==> config.mk <==
export PLATFORM = sky130hd
export DESIGN_NAME = alu_pipe
export DESIGN_NICKNAME = d
export VERILOG_FILES = /design/src/rtl/alu_pipe.sv
export SDC_FILE = /design/constraint.sdc
export NUM_CORES = 1
export LEC_CHECK = 0
export ABC_AREA = 1
export BUFFER_PORTS_ARGS = -buffer_cell sky130_fd_sc_hd__buf_2
export CAP_MARGIN = 20
export CORE_ASPECT_RATIO = 1.75
export CORE_UTILIZATION = 45
export CTS_CLUSTER_DIAMETER = 200
export DETAILED_ROUTE_END_ITERATION = 12
export PLACE_DENSITY_LB_ADDON = 0.3
export REMOVE_ABC_BUFFERS = 1
export SKIP_LAST_GASP = 1
export SLEW_MARGIN = 10
export SYNTH_ARGS = -nofsm -noshare
export SYNTH_HDL_FRONTEND = slang
export SYNTH_SLANG_ARGS = --single-unit
==> constraint.sdc <==
create_clock -name clk -period 5.15 [get_ports clk]
set_input_delay 0.2575 -clock clk [delete_from_list [all_inputs] [get_ports clk]]
set_output_delay 0.2575 -clock clk [all_outputs]
set_load 0.01 [all_outputs]
==> src/rtl/alu_pipe.sv <==
// Pipelined ALU with a fixed-latency datapath feeding a credit-managed output buffer.
// Results leave in acceptance order. Each result carries its tag and a reserved-opcode flag.
module alu_pipe #(
  parameter int WIDTH   = 8,
  parameter int ADDR_W  = 4,
  parameter int LATENCY = 2,
  parameter int DEPTH   = 4
) (
  input  logic                 clk,
  input  logic                 reset,
  input  logic                 in_valid,
  output logic                 in_ready,
  input  logic [WIDTH-1:0]     a,
  input  logic [WIDTH-1:0]     b,
  input  logic [2:0]           opcode,
  input  logic [ADDR_W-1:0]    addr_in,
  output logic                 out_valid,
  input  logic                 out_ready,
  output logic [2*WIDTH-1:0]   result,
  output logic [ADDR_W-1:0]    addr_out,
  output logic                 err,
  output logic [15:0]          op_count
);

  localparam int RW    = 2 * WIDTH;
  localparam int PTR_W = (DEPTH > 1) ? $clog2(DEPTH) : 1;
  localparam int CNT_W = $clog2(DEPTH + 1);
  localparam logic [PTR_W-1:0] PTR_LAST = PTR_W'(DEPTH - 1);
  localparam logic [CNT_W-1:0] CNT_MAX  = CNT_W'(DEPTH);

  // Returns {err, result}; operands are zero-extended before the operation.
  function automatic logic [RW:0] alu_eval(input logic [2:0] op,
                                           input logic [WIDTH-1:0] x,
                                           input logic [WIDTH-1:0] y);
    logic [RW-1:0] xz;
    logic [RW-1:0] yz;
    logic [RW-1:0] r;
    logic          e;
    xz = RW'(x);
    yz = RW'(y);
    r  = '0;
    e  = 1'b0;
    case (op)
      3'd0:    r = xz + yz;
      3'd1:    r = xz - yz;
      3'd2:    r = xz & yz;
      3'd3:    r = xz | yz;
      3'd4:    r = xz ^ yz;
      3'd5:    r = xz * yz;
      3'd6:    r = xz;
      default: e = 1'b1;
    endcase
    return {e, r};
  endfunction

  function automatic logic [15:0] sat_inc16(input logic [15:0] v);
    return (v == 16'hFFFF) ? v : v + 16'd1;
  endfunction

  function automatic logic [PTR_W-1:0] ptr_inc(input logic [PTR_W-1:0] p);
    return (p == PTR_LAST) ? '0 : p + PTR_W'(1);
  endfunction

  logic                 accept;
  logic                 push;
  logic                 pop;
  logic [RW:0]          alu_out;

  logic [LATENCY-1:0]   vld_q;
  logic [RW-1:0]        res_q  [LATENCY];
  logic [ADDR_W-1:0]    tag_q  [LATENCY];
  logic [LATENCY-1:0]   perr_q;

  logic [RW-1:0]        buf_res_q [DEPTH];
  logic [ADDR_W-1:0]    buf_tag_q [DEPTH];
  logic [DEPTH-1:0]     buf_err_q;

  logic [CNT_W-1:0]     cnt_q, cnt_d;
  logic [CNT_W-1:0]     used_q, used_d;
  logic [PTR_W-1:0]     wr_ptr_q, wr_ptr_d;
  logic [PTR_W-1:0]     rd_ptr_q, rd_ptr_d;
  logic [15:0]          op_count_q, op_count_d;

  assign alu_out = alu_eval(opcode, a, b);

  // used_q counts buffered plus in-flight entries, so a free credit always implies buffer space.
  always_comb begin
    in_ready   = (used_q < CNT_MAX);
    accept     = in_valid & in_ready;
    push       = vld_q[LATENCY-1];
    out_valid  = (cnt_q != '0);
    pop        = out_valid & out_ready;
    cnt_d      = cnt_q;
    used_d     = used_q;
    case ({push, pop})
      2'b10:   cnt_d = cnt_q + CNT_W'(1);
      2'b01:   cnt_d = cnt_q - CNT_W'(1);
      default: cnt_d = cnt_q;
    endcase
    case ({accept, pop})
      2'b10:   used_d = used_q + CNT_W'(1);
      2'b01:   used_d = used_q - CNT_W'(1);
      default: used_d = used_q;
    endcase
    wr_ptr_d   = push ? ptr_inc(wr_ptr_q) : wr_ptr_q;
    rd_ptr_d   = pop  ? ptr_inc(rd_ptr_q) : rd_ptr_q;
    op_count_d = pop  ? sat_inc16(op_count_q) : op_count_q;
  end

  // Stage p0..p(LATENCY-1): valid chain under reset, data chain free-running
  always_ff @(posedge clk) begin
    if (reset) begin
      vld_q <= '0;
    end else begin
      vld_q[0] <= accept;
      for (int i = 1; i < LATENCY; i++) vld_q[i] <= vld_q[i-1];
    end
  end

  always_ff @(posedge clk) begin
    if (accept) begin
      res_q[0]  <= alu_out[RW-1:0];
      tag_q[0]  <= addr_in;
      perr_q[0] <= alu_out[RW];
    end
    for (int i = 1; i < LATENCY; i++) begin
      res_q[i]  <= res_q[i-1];
      tag_q[i]  <= tag_q[i-1];
      perr_q[i] <= perr_q[i-1];
    end
  end

  // Output buffer: circular storage written from the last pipeline stage
  always_ff @(posedge clk) begin
    if (push) begin
      buf_res_q[wr_ptr_q] <= res_q[LATENCY-1];
      buf_tag_q[wr_ptr_q] <= tag_q[LATENCY-1];
      buf_err_q[wr_ptr_q] <= perr_q[LATENCY-1];
    end
  end

  always_ff @(posedge clk) begin
    if (reset) begin
      cnt_q      <= '0;
      used_q     <= '0;
      wr_ptr_q   <= '0;
      rd_ptr_q   <= '0;
      op_count_q <= '0;
    end else begin
      cnt_q      <= cnt_d;
      used_q     <= used_d;
      wr_ptr_q   <= wr_ptr_d;
      rd_ptr_q   <= rd_ptr_d;
      op_count_q <= op_count_d;
    end
  end

  // Buffer contents are not reset, so the head is masked to zero while empty.
  assign result   = out_valid ? buf_res_q[rd_ptr_q] : '0;
  assign addr_out = out_valid ? buf_tag_q[rd_ptr_q] : '0;
  assign err      = out_valid ? buf_err_q[rd_ptr_q] : 1'b0;
  assign op_count = op_count_q;

endmodule

==> impl_metrics.env <==
export IMPL_status="complete, but fails checks"
export IMPL_violations="DRC"
export IMPL_fin_nets=1317
export IMPL_yosys_warnings=0
export IMPL_clk_insertion_delay_late_ns=0.42
export IMPL_fin_ws_ns=1.39
export IMPL_finalCritPeriodShare_pct=73.1
export IMPL_critPathKind="input port to register"
export IMPL_hold_slack_ns=0.0192
export IMPL_cts_clk_slew_worst_paths_ns=0.07
export IMPL_arrival_ns=3.92
export IMPL_crit_family="adder cells"
export IMPL_synth_top_flop_cell="edfxtp_1"
export IMPL_area_growth_pct=12.1
export IMPL_finalSetupTns_ns=0
export IMPL_crit_path_end_kind="register"
export IMPL_dp_hpwl_mm=16.0
export IMPL_layout_common_cells="238 x nand2_1, 187 x inv_1, 142 x nor2_1, 105 x edfxtp_1, 68 x ha_1"
export IMPL_cp_cell_sequence="buf_2, ha_1, inv_1, fa_1, inv_1, ha_1, inv_1, fa_1, fa_1, inv_1, ha_1, nand3_1, nand3_1, nand3_1, nand3_1, nand2_1, nand3_1, nand2_1"
export IMPL_fill_cells=1992
export IMPL_path_buf_inv=5
export IMPL_slew_violations=0
export IMPL_drt_initial_drc_count=540
export IMPL_overflow=0
export IMPL_num_antenna_cells=0
export IMPL_max_stage_delay_ns=0.60
export IMPL_start_util_pct=45.9
export IMPL_vias=7481
export IMPL_grt_busiest_layer="met2"
export IMPL_ctsResizeCount=0
export IMPL_final_common_cell="nand2_1"
export IMPL_synth_edf_count=105
export IMPL_numCtsBuffers=17
export IMPL_use_met2_pct=40.9
export IMPL_clkSinkCount=156
export IMPL_async_flop_share_pct=0
export IMPL_ant_nets=0
export IMPL_synth_seq_cells=156
export IMPL_drc=5
export IMPL_drt_wl_total_mm=22.1
export IMPL_cts_tree="built"
export IMPL_syn_area_per_cell_sq_um=8.44
export IMPL_grt_pass1_vias=7321
export IMPL_synth_seq_area_share_pct=43.7
export IMPL_avgRoutedWirePerCell_um=15.2
export IMPL_pre_cts_slack_ns=0.971
export IMPL_synth_cell_types=39
export IMPL_pin_count=66
export IMPL_root_buffer="clkbuf_16"
export IMPL_setup_viol=0
export IMPL_power_density_nw_per_um2=377
export IMPL_met3_usage_pct=2.81
export IMPL_dr_pass1_iters=9
export IMPL_die_x_um=112
export IMPL_cp_required_ns=5.31
export IMPL_dieArea_sq_um=21900
export IMPL_synth_cell_area_sq_um=9560
export IMPL_drive_gt1_share_pct=10.5
export IMPL_crit_slowest_cell="fa_1"
export IMPL_worstMarginPinSlew_ns=1.05
export IMPL_finClkSkew_ns=0.0117
export IMPL_port_buffer_count=65
export IMPL_hp_class="input port to register"
export IMPL_irDropWorstVdd_uv=260
export IMPL_crit_top_cell="nand3_1"
export IMPL_grt_antenna_before_repair=0
export IMPL_max_clock_freq_mhz=266
export IMPL_path_max_fanout=10
export IMPL_core_area_sq_um=20800
export IMPL_holdBufCountCts=0
export IMPL_die_h_um=195
export IMPL_vias_per_cell=5.17
export IMPL_grt_pass1_wl_mm=35.6
export IMPL_slew_headroom_pct=30.0
export IMPL_p_leak_nw=5.03
export IMPL_post_cts_buffers=0
export IMPL_rsz0062_at_grt="no"
export IMPL_drv_cap=0
export IMPL_grt_max_degree=42
export IMPL_cts_max_level=4
export IMPL_std_cell_rows=70
export IMPL_final_hold_viol_count=0
export IMPL_met1_usage_pct=22.1
export IMPL_clock_path_buffers=2
export IMPL_post_route_min_period_ns=3.76
export IMPL_syn_instance_count=1133
export IMPL_gp_congestion=0.931
export IMPL_critPathLaunchType="input port"
export IMPL_track_usage_pct=21.1
==> layout make-up <==
class                   instances  area, sq um  share of cell area, %
multi-input cells             744         4500                   42.0
clock inverters                15          209                   1.95
repair buffers                 70          370                   3.45
well taps                     252          315                   2.94
clock buffers                  17          425                   3.97
flip-flops and latches        156         4170                   38.9
inverters                     193          724                   6.76
==> where the power goes <==
group	switching [mW]	internal, mW	leakage [nW]	total (mW)
clock network	0.513	0.822	0.307	1.34
logic	0.791	0.423	3.33	1.21
registers	0.0490	1.45	1.39	1.49
total	1.35	2.69	5.03	4.04
==> worst reg2reg max path: stages (launching register included) <==
cell	delay, ns
dfxtp_1	0.31
nor3_2	0.16
buf_4	0.33
inv_2	0.07
nand2_2	0.14
inv_2	0.14
ha_1	0.23
inv_1	0.10
fa_1	0.19
nor2_1	0.05
nor2_1	0.08
nand2_1	0.07
o21ai_0	0.16
a21oi_1	0.06
==> metal layers <==
layer,wire length (um),up-vias,part of all wire (%)
li1,-,3721,-
met2,12300,168,56
met5,0,-,0
met1,8420,3551,38
met3,593,41,2.7
met4,743,0,3.4
==> stage by stage <==
step	cells	power [mW]	area [sq um]	util, %
4_1_cts	1446	4.07	10700	51.4
3_3_place_gp	1414	2.71	10100	48.3
3_5_place_dp	1414	2.73	10100	48.3
6_report	1447	4.04	10700	51.4
2_1_floorplan	1093	2.34	9400	-
5_1_grt	1447	4.30	10700	51.4
==> cell usage after synthesis, types with 2 or more instances <==
cell / count / area [sq um]
a21oi_1: 56 / 280
a21oi_2: 3 / 26.3
buf_2: 4 / 20.0
clkbuf_1: 34 / 128
dfxtp_1: 51 / 1020
edfxtp_1: 105 / 3150
fa_1: 40 / 801
ha_1: 68 / 851
inv_1: 187 / 702
inv_2: 5 / 18.8
nand2_1: 238 / 893
nand2_2: 4 / 25.0
nand3_1: 67 / 335
nand3b_1: 5 / 37.5
nand4_1: 19 / 119
nor2_1: 143 / 537
nor2_2: 2 / 12.5
nor3_1: 6 / 30.0
nor3_2: 2 / 20.0
o211ai_1: 2 / 15.0
o21ai_0: 67 / 335
o22ai_1: 4 / 25.0
or2_2: 2 / 12.5
xnor2_1: 2 / 17.5
xor2_1: 3 / 26.3
==> kinds of logic after synthesis <==
family	count (synthesis)	share of synthesized area, %
and+or+nand+nor	493	21.7
buffers and inverters	233	9.28
DFF	156	43.7
AOI/OAI and AO/OA	138	7.66
adders and majority gates	108	17.3
xor gates and xnor gates	5	0.458
==> state kept, by name, indices dropped and copies added (netlist names), named ones only <==
register and flops:
buf_err_q 4, buf_res_q 64, buf_tag_q 16, cnt_q 3
op_count 16, perr_q 2, rd_ptr_q 2, res_q 32
tag_q 8, used_q 3, vld_q 2, wr_ptr_q 2
==> worst paths after layout <==
kind                             startpoint           end  slack [ns]  depth (start not counted)
worst max-delay path                   a[3]  res_q[0][15]        1.39                         18
worst min-delay path             addr_in[2]   tag_q[0][2]        0.02                          1
worst min register to register  res_q[0][2]  res_q[0][18]        0.34                          0
worst max register to register     cnt_q[2]      cnt_q[2]        2.94                         13
Note: power is estimated with default switching activity, not from simulation.
